--- src/rtl/game_pkg.sv ---
// Shared definitions for the memory-game blocks (sequence player, input matcher).
// State encoding, step width and lamp indices live here so both sides agree.
package game_pkg;

  typedef enum logic [1:0] {
    ST_IDLE = 2'd0,
    ST_SHOW = 2'd1,
    ST_GAP  = 2'd2
  } state_t;

  localparam int STEP_W = 2;

  localparam logic [STEP_W-1:0] LAMP_RED    = 2'd0;
  localparam logic [STEP_W-1:0] LAMP_GREEN  = 2'd1;
  localparam logic [STEP_W-1:0] LAMP_BLUE   = 2'd2;
  localparam logic [STEP_W-1:0] LAMP_YELLOW = 2'd3;

  function automatic int max2(input int a, input int b);
    return (a > b) ? a : b;
  endfunction

endpackage

--- src/rtl/random_sequence_player_step_timer.sv ---
// Shared step/gap up-counter: restarts on clear or on reaching its terminal count.
// i_sel_b picks which of the two limits defines the terminal count this cycle.
module step_timer #(
  parameter int WIDTH   = 3,
  parameter int LIMIT_A = 4,
  parameter int LIMIT_B = 2
) (
  input  logic i_clk,
  input  logic i_rst_n,
  input  logic i_clr,
  input  logic i_sel_b,
  output logic o_tc
);

  localparam logic [WIDTH-1:0] TC_A = WIDTH'(LIMIT_A - 1);
  localparam logic [WIDTH-1:0] TC_B = WIDTH'(LIMIT_B - 1);

  logic [WIDTH-1:0] r_cnt;

  assign o_tc = (r_cnt == (i_sel_b ? TC_B : TC_A));

  always_ff @(posedge i_clk or negedge i_rst_n) begin
    if (!i_rst_n)           r_cnt <= '0;
    else if (i_clr || o_tc) r_cnt <= '0;
    else                    r_cnt <= r_cnt + WIDTH'(1);
  end

endmodule

--- src/rtl/random_sequence_player.sv ---
// Stores a growing sequence of random lamp indices and replays it as timed
// on/off steps; all outputs come from registers or the state register.
module random_sequence_player
  import game_pkg::*;
#(
  parameter int DEPTH       = 16,
  parameter int STEP_CYCLES = 12_500_000,
  parameter int GAP_CYCLES  = 6_250_000
) (
  input  logic                       i_clk,
  input  logic                       i_rst_n,
  input  logic [2:0]                 i_rand_in,
  input  logic                       i_add_step,
  input  logic                       i_clear,
  output logic [STEP_W-1:0]          o_step_out,
  output logic                       o_step_on,
  output logic                       o_busy,
  output logic                       o_full,
  output logic [$clog2(DEPTH+1)-1:0] o_seq_len,
  output logic                       o_done
);

  localparam int LW = $clog2(DEPTH + 1);
  localparam int IW = $clog2(DEPTH);
  localparam int TW = $clog2(max2(STEP_CYCLES, GAP_CYCLES) + 1);

  state_t            r_state, w_next;
  logic [STEP_W-1:0] r_mem [DEPTH];
  logic [LW-1:0]     r_len;
  logic [IW-1:0]     r_idx;
  logic [STEP_W-1:0] r_step_out;
  logic              r_done;

  logic          w_tc, w_full, w_last, w_accept, w_tmr_clr, w_sel_gap;
  logic [IW-1:0] w_idx_nxt;
  logic          w_unused;

  // Only the low two bits of the counter select a lamp.
  assign w_unused  = i_rand_in[2];

  assign w_full    = (r_len == LW'(DEPTH));
  assign w_last    = (LW'(r_idx) == r_len - LW'(1));
  assign w_accept  = (r_state == ST_IDLE) && i_add_step && !i_clear;
  assign w_idx_nxt = r_idx + IW'(1);
  assign w_tmr_clr = (r_state == ST_IDLE) || i_clear;
  assign w_sel_gap = (r_state == ST_GAP);

  step_timer #(
    .WIDTH  (TW),
    .LIMIT_A(STEP_CYCLES),
    .LIMIT_B(GAP_CYCLES)
  ) u_timer (
    .i_clk  (i_clk),
    .i_rst_n(i_rst_n),
    .i_clr  (w_tmr_clr),
    .i_sel_b(w_sel_gap),
    .o_tc   (w_tc)
  );

  always_ff @(posedge i_clk or negedge i_rst_n) begin
    if (!i_rst_n) r_state <= ST_IDLE;
    else          r_state <= w_next;
  end

  always_comb begin
    w_next = r_state;
    case (r_state)
      ST_IDLE: if (i_add_step) w_next = ST_SHOW;
      ST_SHOW: if (w_tc)       w_next = ST_GAP;
      ST_GAP:  if (w_tc)       w_next = w_last ? ST_IDLE : ST_SHOW;
      default:                 w_next = ST_IDLE;
    endcase
    if (i_clear) w_next = ST_IDLE;
  end

  always_comb begin
    o_busy    = (r_state != ST_IDLE);
    o_step_on = (r_state == ST_SHOW);
  end

  assign o_step_out = r_step_out;
  assign o_done     = r_done;
  assign o_full     = w_full;
  assign o_seq_len  = r_len;

  always_ff @(posedge i_clk) begin
    if (w_accept && !w_full) r_mem[r_len[IW-1:0]] <= i_rand_in[1:0];
  end

  // step_out is loaded on entry to SHOW; the first step of a new sequence
  // bypasses the memory since it is being written on the same edge.
  always_ff @(posedge i_clk or negedge i_rst_n) begin
    if (!i_rst_n) begin
      r_len      <= '0;
      r_idx      <= '0;
      r_step_out <= '0;
      r_done     <= 1'b0;
    end else begin
      r_done <= 1'b0;
      if (i_clear) begin
        r_len      <= '0;
        r_idx      <= '0;
        r_step_out <= '0;
      end else if (w_accept) begin
        if (!w_full) r_len <= r_len + LW'(1);
        r_idx      <= '0;
        r_step_out <= (r_len == '0) ? i_rand_in[1:0] : r_mem[0];
      end else if (r_state == ST_GAP && w_tc) begin
        if (w_last) begin
          r_done <= 1'b1;
        end else begin
          r_idx      <= w_idx_nxt;
          r_step_out <= r_mem[w_idx_nxt];
        end
      end
    end
  end

endmodule

--- config.mk ---
export PLATFORM = sky130hd
export DESIGN_NAME = random_sequence_player
export DESIGN_NICKNAME = d
export VERILOG_FILES = /design/src/rtl/game_pkg.sv /design/src/rtl/random_sequence_player_step_timer.sv /design/src/rtl/random_sequence_player.sv
export SDC_FILE = /design/constraint.sdc
export NUM_CORES = 1
export LEC_CHECK = 0
export CAP_MARGIN = 10
export CORE_MARGIN = 2
export CORE_UTILIZATION = 57
export DETAILED_ROUTE_END_ITERATION = 16
export PLACE_DENSITY = 0.85
export SYNTH_ARGS = -nofsm -noshare
export SYNTH_HDL_FRONTEND = slang
export SYNTH_SLANG_ARGS = --single-unit
--- constraint.sdc ---
create_clock -name i_clk -period 3 [get_ports i_clk]
set_input_delay 0.45 -clock i_clk [delete_from_list [all_inputs] [get_ports i_clk]]
set_output_delay 0.45 -clock i_clk [all_outputs]
set_load 0.02 [all_outputs]
**After elaboration in Yosys (flattened, before gate mapping)**

Memory sizes are Yosys's and may differ from the RTL's.
Index checks and enable logic that the tools add are counted.

- Add/subtract/negate cells: 4
- Equality and inequality tests: 10
- Multiplexer cells: 26
- Reductions and logical operators: 16

Operators with widths:

| kind | count |
|---|---|
| $mux W24 | 2 |
| $add A24 B1 Y24 const B | 1 |
| $eq A24 B24 Y1 | 1 |
| $mux W2 | 9 |
| $mux W4 | 4 |
| $mux W5 | 3 |
| $mux W1 | 7 |
| $ne A3 B2 Y1 const B | 2 |
| $ne A3 B3 Y1 const B | 2 |
| $pmux W2 S3 | 1 |
| $add A5 B1 Y5 const B | 1 |
| $eq A4 B5 Y1 | 1 |
| $eq A5 B5 Y1 const B | 1 |
| $logic_not A5 Y1 | 1 |
| $sub A5 B1 Y5 const B | 1 |
| $add A4 B1 Y4 const B | 1 |
| $logic_and A1 B1 Y1 | 4 |
| $reduce_and A2 Y1 | 2 |
| $reduce_bool A2 Y1 | 2 |
| $reduce_and A3 Y1 | 1 |
| $reduce_bool A3 Y1 | 1 |
| $eq A2 B1 Y1 const B | 1 |
| $eq A2 B2 Y1 const B | 1 |
| $logic_not A1 Y1 | 2 |
| other kinds (3) | 4 |

- Register bits: 38
- Bits in writable memories: 32
- Input port bits: 7
- Output and inout bits: 11
- Word-level logic and storage cells: 63
- Memories kept: 1

Memory list:

| memory | depth | bits a word | rd ports | clocked after memory_dff | write ports | RTL line | RTL |
|---|---|---|---|---|---|---|---|
| r_mem | 16 | 2 | 2 | 0 | 1 | random_sequence_player.sv:28 | `logic [STEP_W-1:0] r_mem [DEPTH];` |

**Longest topological paths before layout**

Gate-level depths: netlist (run 1).

- Depth after elaboration: 7
- Mapped depth: 7
- Mapped depth without buffers: 7

**By module**

From an unflattened synthesis (run 1), not the netlist that was laid out.

- Cell total of the unflattened synthesis: 306
- Area, all modules: 3,647.2 µm²

Modules (own cells, without submodules):

| module | times used | cells each | area an instance (µm²) |
|---|---|---|---|
| random_sequence_player | 1 | 172 | 2,316.0 |
| step_timer | 1 | 134 | 1,331.3 |

**Worst setup path after synthesis (run 1)**

OpenSTA, ideal clock, no wires.

- Path type: register to register
- Start point: reg r_len[0], in the netlist o_seq_len[0]
- End point: reg r_idx[3]
- Setup time: 78 ps
- Arrival: 2,159 ps
- Data required time: 2,922 ps
- Setup slack: 763 ps
- Stages on the path, launching flop included: 8
- Path buffers: 0
- Clock period less this slack: 2,237 ps
- Cell sequence: dfrtp_1 inv_1 ha_1 and3b_1 o21ai_0 a2111oi_2 or4_1 a21oi_1

- Word-level cells in the longest chain between the ends: 4

RTL lines:

| item | RTL line | RTL |
|---|---|---|
| from (decl) | random_sequence_player.sv:29 | `logic [LW-1:0] r_len;` |
| from (signal assigned) | random_sequence_player.sv:105 | `if (!w_full) r_len <= r_len + LW'(1);` |
| $sub A5 B1 Y5 | random_sequence_player.sv:42 | `assign w_last = (LW'(r_idx) == r_len - LW'(1));` |
| $eq A4 B5 Y1 | random_sequence_player.sv:42 |  |
| $ne A3 B2 Y1 (no line) | - |  |
| $reduce_and A2 Y1 (no line) | - |  |
| to (signal assigned) | random_sequence_player.sv:112 | `r_idx <= w_idx_nxt;` |
| to (decl) | random_sequence_player.sv:30 | `logic [IW-1:0] r_idx;` |

Every way passes these cells.
A chain may end at the register's enable or synchronous reset.

**Worst setup path in the final report (run 1)**

- Start point: reg r_len[0], in the netlist o_seq_len[0]
- End point: out o_full

- Word-level cells in the longest chain between the ends: 1

RTL lines:

| item | RTL line | RTL |
|---|---|---|
| $eq A5 B5 Y1 | random_sequence_player.sv:41 | `assign w_full = (r_len == LW'(DEPTH));` |
| to (decl) | random_sequence_player.sv:18 | `output logic o_full,` |

Every way passes these cells.

==> results of run 1 <==
[kinds of logic after synthesis]
family | count (synthesis)
and+or+nand+nor | 145
DFF | 70
AOI/OAI and AO/OA | 41
xor gates and xnor gates | 30
buffers and inverters | 22
muxes | 17
adders and majority gates | 7
[worst paths after layout]
| check | from | endpoint | slack (ns) |
|---|---|---|---|
| max | o_seq_len[0] | o_full | 0.50 |
| min | i_rst_n | u_timer.r_cnt[23] | 0.19 |
| max reg2reg | r_idx[0] | o_step_out[0] | 0.52 |
| min reg2reg | u_timer.r_cnt[0] | u_timer.r_cnt[0] | 0.51 |
| max in group asynchronous | i_rst_n | u_timer.r_cnt[0] | 2.27 |
| min in group i_clk | u_timer.r_cnt[0] | u_timer.r_cnt[0] | 0.51 |
[power groups by stage]
stage | clock network [mW] | registers, mW | logic [mW]
2_1_floorplan | 0 | 1.05 | 0.0692
3_3_place_gp | 0 | 1.04 | 0.127
3_5_place_dp | 0 | 1.05 | 0.133
4_1_cts | 0.827 | 1.03 | 0.134
5_1_grt | 0.862 | 1.03 | 0.148
6_report | 0.810 | 1.03 | 0.133
[synthesized netlist by cell type (6+ instances only)]
| library cell | count |
|---|---|
| nor2_1 | 57 |
| inv_1 | 11 |
| and3_1 | 8 |
| edfxtp_1 | 32 |
| nand3_1 | 8 |
| xor2_1 | 9 |
| o21ai_0 | 7 |
| a21oi_1 | 11 |
| nand2_1 | 19 |
| ha_1 | 7 |
| dfrtp_1 | 38 |
| mux2i_1 | 10 |
| xnor2_1 | 21 |
| nand4_1 | 7 |
| or3_1 | 6 |
[worst reg2reg max path, cell delays in order (launching register included)]
cell and delay (ns):
dfrtp_1 0.64, ha_1 0.27, xor2_1 0.45, buf_4 0.29, mux2i_1 0.20, a22oi_1 0.12, a31oi_1 0.26, a31oi_1 0.13
[flip-flops by register name, summed over array words and instances, names as in the netlist]
signal         count
r_idx              4
o_seq_len          5
o_step_out         2
u_timer.r_cnt     24
r_state            2
o_done             1
r_mem             32
[per-layer routing]
metal / track usage [%] / share of wire (%)
met5: 0 / 0
met4: 7.48 / 1.8
met2: 33.5 / 46
met3: 6.23 / 5.9
met1: 31.3 / 46
[cell usage in the layout (no fill, tap or decap), types with 8 or more instances in the layout]
| master | synthesis | final |
|---|---|---|
| nor2_1 | 57 | 57 |
| dfrtp_1 | 38 | 38 |
| edfxtp_1 | 32 | 32 |
| xnor2_1 | 21 | 21 |
| nand2_1 | 19 | 19 |
| clkdlybuf4s50_1 | 0 | 15 |
| inv_1 | 11 | 11 |
| a21oi_1 | 11 | 11 |
| mux2i_1 | 10 | 10 |
| xor2_1 | 9 | 9 |
| clkbuf_8 | 0 | 9 |
| and3_1 | 8 | 8 |
| nand3_1 | 8 | 8 |
[final cells by class]
type	count	area, um2	area share [%]
clock buffers	9	124	3.03
well taps	77	96.3	2.36
multi-input cells	240	1640	40.1
clock inverters	7	88.8	2.17
flip-flops and latches	70	1910	46.8
repair buffers	20	185	4.53
inverters	11	41.3	1.01
[stage by stage]
step                      cells  util [%]  area (um2)  hold slack [ns]
after floorplan             332         -        3650            0.154
after global placement      418      61.7        3870            0.475
after detailed placement    418      61.7        3870            0.492
after CTS                   434      65.1        4090            0.219
after global routing        434      65.1        4090            0.266
final                       434      65.1        4090            0.191
==> results.ini, run 1 <==
[placed_design]
placement.io_buffers=16
dpl.hpwl_mm=4.87
pre_cts_slack_ns=0.525
gp_congestion=0.815

[synthesis]
syn_nets=346
synthDistinctLibCells=55
synth_simple_gate_area_share_pct=21.1
netlist_instances=332
synth_warnings=0
yosys.area_share.adder_pct=2.40
synth_top_flop_cell=dfrtp_1
yosysSeqAreaShare_pct=52.3
syn_area_um2=3650
yosys_register_bits=70
synth_xor_area_share_pct=7.19
synth_edf_count=32
synth_mux_area_share_pct=6.13
synth_top_family_by_area=simple AND/OR/NAND/NOR gates
synth.largest_area_cell=edfxtp_1
netlist_top_cells_area=edfxtp_1 (26%), dfrtp_1 (26%), nor2_1 (5.9%)
avgSynthCellArea_um2=11.0
yosys.area.top_type_share_pct=26.3
synth_compound_area_share_pct=7.98
synth-async-reset-ratio_pct=54.3

[critical_path]
crit_chain=inv_1, ha_1, and3_1, clkdlybuf4s50_1
critPathLaunchType=flop
cp.required_ns=2.55
crit_slowest_cell=clkdlybuf4s50_1
critPathTopFamily=buffers and inverters
worst_path_largest_cell_delay_ns=0.61
reg2reg_depth=7
cp-end-kind=primary output
worstSetupPathDepth=4
path_buf_inv=2
cp_data_arrival_time_ns=2.05
crit_fanout=8
criticalPathCategory=reg -> out

[detailed_routing]
drt_wl_total_mm=7.14
via_per_inst=5.94
wl_per_cell_um=16.4
ant_nets=0
drc=0
drt_iter0_drc=257
vias=2577
dr.pass1.iters=4

[floorplan]
coreArea_um2=6280
die_y_um=84.1
dieArea_um2=7070
die_width_um=84.1
initial_core_util_pct=58.2
num_rows=29
ios=18

[sta]
setup_viol=0
worst-slew-pin-transition_ns=0.829
drv_slew=0
setup_tns_ns=0
slew-limit-headroom_pct=44.8
rsz0062_at_grt=false
finalClockSkew_ns=0.0126
period_needed_ns=2.50
fin_crit_sh_pct=83.2
setup_ws_ns=0.504
hold_violations=0
max_freq_mhz=401

[clocking]
htreeDepth=3
cts_made_buffers=9
cts_sinks=70
postCtsSetupBuffers=0
clk_latency_ns=0.35
cts_root_buf=clkbuf_8
ctsResizeCount=0
cts_buffer_depth=2
hold_buffers=0
cts_tree=built
clk_pin_slew_ns=0.08

[finish]
diodes=0
drive_gt1_share_pct=10.6
nets=366
fillers=459
area_growth_pct=11.8

[grt]
grt_pass1_wl_mm=12.3
grt_pass1_vias=2513
antenna_found_initial=0
grt_max_degree=39
track_usage_pct=22.3
overflow=0

[run]
drv_cap=0

[power]
pwr-share-comb_pct=6.8
switchingPower_uw=442
seqPwrFrac_pct=52.1
p_clk_share_pct=41.1
powerDensity_nw_per_um2=482
p_int_mw=1.53
sw_frac_of_total_pct=22.5
finalPower_mw=1.97
power_leakage_nw=1.47
ir_worst_vdd_v=0.000299

[min_path]
hold_class=in -> async

[outcome]
outcome=completed

Note: power is estimated with default switching activity, not from simulation.
==> run 2, diff against run 1 <==
--- a/config.mk
+++ b/config.mk
@@ -7,7 +7,7 @@
 export LEC_CHECK = 0
 export CAP_MARGIN = 10
 export CORE_MARGIN = 2
-export CORE_UTILIZATION = 57
+export CORE_UTILIZATION = 54
 export DETAILED_ROUTE_END_ITERATION = 16
 export PLACE_DENSITY = 0.85
 export SYNTH_ARGS = -nofsm -noshare
==> constraint.sdc (replaced) <==
create_clock -name i_clk -period 2.2 [get_ports i_clk]
set_input_delay 0.33 -clock i_clk [delete_from_list [all_inputs] [get_ports i_clk]]
set_output_delay 0.33 -clock i_clk [all_outputs]
set_load 0.02 [all_outputs]
==> results.ini, run 2 (synthesis results as in run 1) <==
[placed_design]
dpl.hpwl_mm=5.31  ; +9.0%
dpl.cell_count=433  ; +3.6%
placement.io_buffers=16  ; unchanged
gp_congestion=0.800  ; -1.9%

[finish]
largest_reg_flops=32  ; unchanged
mostFrequentLayoutCells=nor2_1 (57), dfrtp_1 (37), edfxtp_1 (32)
nets=383  ; +4.6%
final_common_cell=nor2_1
fillers=453  ; -1.3%
diodes=0  ; unchanged
drive_gt1_share_pct=15.8  ; +5.1 points
area_growth_pct=17.3
utilization_pct=66.4  ; +1.3 points
stdcell_count=451  ; +3.9%

[detailed_routing]
dr.pass1.iters=4  ; unchanged
vias=2613  ; +1.4%
via_per_inst=5.79  ; -2.4%
wl_per_cell_um=16.8  ; +1.9%
drt_iter0_drc=164  ; -36%
drt_wl_total_mm=7.56  ; +5.9%
drc=0  ; unchanged
ant_nets=0  ; unchanged

[power]
sw_frac_of_total_pct=22.6  ; +0.14 points
p_int_mw=2.23  ; +46%
powerDensity_nw_per_um2=673  ; +40%
switchingPower_uw=653  ; +48%
power_leakage_nw=1.59  ; +7.6%
seqPwrFrac_pct=48.2  ; -3.9 points
p_clk_share_pct=44.1  ; +3.0 points
ir_worst_vdd_v=0.000434  ; +45%
pwr-share-comb_pct=7.7  ; +0.9 points

[sta]
drv_slew=0  ; unchanged
worst-slew-pin-transition_ns=0.620  ; -0.208 ns
hold_violations=0  ; unchanged
period_needed_ns=2.08
setup_tns_ns=0  ; unchanged
finalClockSkew_ns=0.0101  ; -0.00259 ns
rsz0062_at_grt=false
fin_hold_ws_ns=0.507  ; +0.316 ns
slew-limit-headroom_pct=58.7  ; +14 points
fin_crit_sh_pct=94.5
setup_viol=0  ; unchanged
max_freq_mhz=481

[critical_path]
criticalPathCategory=reg -> reg
critPathLaunchType=flop
cp-end-kind=flop
cp.required_ns=2.48  ; -0.07 ns
crit_fanout=4  ; -4
cp_data_arrival_time_ns=2.36  ; +0.31 ns

[clocking]
cts_buffer_depth=2  ; unchanged
cts_sinks=70  ; unchanged
cts_root_buf=clkbuf_8
clk_latency_ns=0.36  ; about the same
cts_made_buffers=9  ; unchanged
cts_tree=built
clk_pin_slew_ns=0.08  ; about the same
htreeDepth=3  ; unchanged

[grt]
overflow=0  ; unchanged
grt_pass1_wl_mm=12.6  ; +2.9%
grt_pass1_vias=2585  ; +2.9%
grt_max_degree=29  ; -26%
antenna_found_initial=0  ; unchanged
track_usage_pct=22.1  ; -0.16 points

[floorplan]
coreArea_um2=6460  ; +2.9%
initial_core_util_pct=56.6  ; -1.6 points
die_y_um=86.3  ; +2.6%
num_rows=29  ; unchanged
die_width_um=86.3  ; +2.6%
ios=18  ; unchanged
dieArea_um2=7440  ; +5.3%

[run]
drv_cap=0  ; unchanged

[min_path]
hold_class=in -> async

[outcome]
outcome=completed

run 2: worst paths after layout:
kind                                   from           endpoint  slack [ns]  depth (start not counted)
setup / recovery               o_seq_len[0]             o_done        0.12                          7
hold / removal                      i_rst_n  u_timer.r_cnt[17]        0.51                          2
min in group i_clk         u_timer.r_cnt[0]   u_timer.r_cnt[0]        0.51                          1
setup reg to reg               o_seq_len[0]             o_done        0.12                          7
max in group asynchronous           i_rst_n  u_timer.r_cnt[14]        1.09                          3
hold reg to reg            u_timer.r_cnt[0]   u_timer.r_cnt[0]        0.51                          1
run 2: layer usage:
layer / routed length (um) / share of wire (%) / vias to the layer above / GRT usage [%]
met5: 0 / 0 / - / 0
met3: 364 / 4.8 / 5 / 6.10
met2: 3680 / 49 / 60 / 34.8
met1: 3470 / 46 / 1277 / 30.3
met4: 44 / 0.58 / 0 / 6.39
li1: - / - / 1271 / -
run 2: timing repair:
item,4_1_cts,5_1_grt
setup buffers,0,1
setup endpoints to repair,1,18
resized for setup,1,7
pin swaps,0,1
hold buffers,1,0
endpoints found under the hold margin,27,0
run 2: stage by stage:
step / setup WS, ns / instance area, um2 / power [mW]
floorplan: 0.0385 / 3660 / 1.53
global placement: 0.0238 / 4000 / 1.62
detailed placement: 0.0184 / 4000 / 1.63
CTS: 0.0432 / 4250 / 2.89
global route: 0.000396 / 4290 / 2.97
finish: 0.121 / 4290 / 2.89
run 2: cell type report:
cell class	instances	area, um2	area share (%)
Clock inverter	7	120	2.80
Inverter	11	41.3	0.963
Clock buffer	9	124	2.89
Tap cell	77	96.3	2.25
Multi-Input combinational cell	240	1670	38.9
Sequential cell	70	1910	44.6
Timing Repair Buffer	37	327	7.62
run 2: worst max-delay path, cell delays in order (launching register included):
cell	delay, ns
dfrtp_2	0.40
inv_1	0.15
ha_4	0.18
and3b_1	0.17
o21ai_1	0.11
a2111o_1	0.49
or3_1	0.38
nor3_2	0.12
run 2: power groups by stage:
stage	logic (mW)	registers (mW)	clock network, mW
2_1_floorplan	0.0944	1.43	0
3_3_place_gp	0.202	1.42	0
3_5_place_dp	0.208	1.42	0
4_1_cts	0.210	1.39	1.29
5_1_grt	0.241	1.39	1.33
6_report	0.221	1.39	1.27
==> run 3, diff against run 2 <==
--- a/config.mk
+++ b/config.mk
@@ -6,7 +6,7 @@
 export NUM_CORES = 1
 export LEC_CHECK = 0
 export CAP_MARGIN = 10
-export CORE_MARGIN = 2
+export CORE_MARGIN = 8
 export CORE_UTILIZATION = 54
 export DETAILED_ROUTE_END_ITERATION = 16
 export PLACE_DENSITY = 0.85
==> results.ini, run 3 (synthesis results as in run 1) <==
[finish]
nets=382  ; -0.26%
mostFrequentLayoutCells=nor2_1 (57), dfrtp_1 (37), edfxtp_1 (32)
final_cell_area_um2=4270  ; -0.38%
fillers=478  ; +5.5%
final_common_cell=nor2_1
stdcell_count=452  ; +0.22%
utilization_pct=63.9  ; -2.5 points
multi_input_area_um2=1660  ; about the same
area_growth_pct=16.8
ff_latch_area_um2=1910  ; unchanged
drive_gt1_share_pct=15.6  ; -0.18 points
diodes=0  ; unchanged
largest_reg_flops=32  ; unchanged

[sta]
setup_ws_ns=0.0492  ; -0.0720 ns
max_freq_mhz=465  ; -3.3%
hold_violations=0  ; unchanged
setup_viol=0  ; unchanged
fin_hold_ws_ns=0.0859  ; -0.421 ns
worst-slew-pin-transition_ns=0.844  ; +0.224 ns
period_needed_ns=2.15  ; +0.0720 ns
slew-limit-headroom_pct=43.7  ; -15 points
drv_slew=0  ; unchanged
setup_tns_ns=0  ; unchanged
finalClockSkew_ns=0.0123  ; +0.00228 ns
fin_crit_sh_pct=97.8  ; +3.3 points

[power]
finalPower_mw=2.84  ; -1.6%
ir_worst_vdd_v=0.000299  ; -31%
powerDensity_nw_per_um2=665  ; -1.2%
power_leakage_nw=1.58  ; -0.57%

[placed_design]
placement.io_buffers=16  ; unchanged
dpl.hpwl_mm=5.27  ; -0.78%
postPlaceCellArea_um2=4000  ; about the same
gp_congestion=0.791  ; -1.1%
pre_cts_slack_ns=-0.0181  ; -0.0365 ns
dpl.cell_count=436  ; +0.69%

[critical_path]
critPathLaunchType=flop
reg2reg_to=o_done
criticalPathCategory=reg -> out
worst-r2r-setup-slack_ns=0.11  ; about the same
cp.required_ns=1.87  ; -0.61 ns
cp-end-kind=primary output
cp_data_arrival_time_ns=1.82  ; -0.54 ns
crit_fanout=7  ; +3
r2r_start=o_seq_len[1]
reg2reg_depth=7  ; unchanged

[detailed_routing]
vias=2641  ; +1.1%
drt_iter0_drc=184  ; +12%
via_per_inst=5.84  ; +0.85%
ant_nets=0  ; unchanged
drt_wl_total_mm=7.54  ; -0.17%
dr.pass1.iters=4  ; unchanged
drc=0  ; unchanged
wl_per_cell_um=16.7  ; -0.39%

[floorplan]
coreArea_um2=6680  ; +3.4%
ios=18  ; unchanged
die_y_um=98.3  ; +14%
die_width_um=98.3  ; +14%
num_rows=30  ; +3.4%
dieArea_um2=9660  ; +30%
initial_core_util_pct=54.7  ; -1.9 points

[grt]
antenna_found_initial=0  ; unchanged
grt_pass1_vias=2582  ; -0.12%
grt_max_degree=39  ; +34%
grt_pass1_wl_mm=12.6  ; -0.44%
overflow=0  ; unchanged
track_usage_pct=16.5  ; -5.6 points

[outcome]
outcome=completed

[clocking]
cts_root_buf=clkbuf_8
cts_made_buffers=9  ; unchanged
cts_sinks=70  ; unchanged
clk_pin_slew_ns=0.07  ; about the same
cts_buffer_depth=2  ; unchanged
htreeDepth=3  ; unchanged
clk_latency_ns=0.35  ; about the same
hold_buffers=0  ; -1
cts_tree=built

[run]
drv_cap=0  ; unchanged

[min_path]
hold_class=in -> async

==> run 3: worst max-delay path, cell delays in order, from the launching register on <==
cell           delay [ns]
dfrtp_1              0.47
buf_4                0.20
nor2_1               0.20
and3_1               0.26
dlygate4sd2_1        0.36
==> run 3: area by class of cell <==
cell class                      count  area share (%)
Clock inverter                      6            2.61
Tap cell                           80            2.34
Multi-Input combinational cell    240            39.0
Sequential cell                    70            44.8
Inverter                           11           0.967
Clock buffer                        9            2.90
Timing Repair Buffer               36            7.41
==> run 3: report_power, final <==
part / total (mW) / leakage (nW) / internal [mW] / switching (mW)
clock: 1.23 / 0.115 / 0.746 / 0.482
sequential: 1.39 / 0.811 / 1.38 / 0.00960
combinational: 0.219 / 0.652 / 0.0923 / 0.127
==> run 3: worst max-delay path by stage <==
| stage | startpoint | end | cells past startpoint |
|---|---|---|---|
| finish | o_seq_len[3] | o_full | 4 |
| global route | o_seq_len[3] | o_full | 4 |
| CTS | o_seq_len[1] | o_done | 7 |
| detailed placement | i_add_step | o_seq_len[4] | 8 |
| global placement | i_add_step | o_seq_len[4] | 8 |
| floorplan | o_seq_len[1] | r_idx[3] | 7 |
==> run 3: timing repair <==
| action | CTS | global route |
|---|---|---|
| endpoints found under the setup margin | 1 | 8 |
| buffers inserted | 0 | 1 |
| pin swaps | 0 | 1 |
| resized for setup | 1 | 6 |
| cloned | 0 | 0 |
==> run 3: per-layer routing <==
metal / vias to the layer above / track usage [%] / share of wire [%]
met5: - / 0 / 0
met4: 0 / 9.09 / 1.6
met3: 9 / 4.41 / 4.2
met2: 55 / 25.3 / 48
met1: 1311 / 20.6 / 46
li1: 1266 / - / -
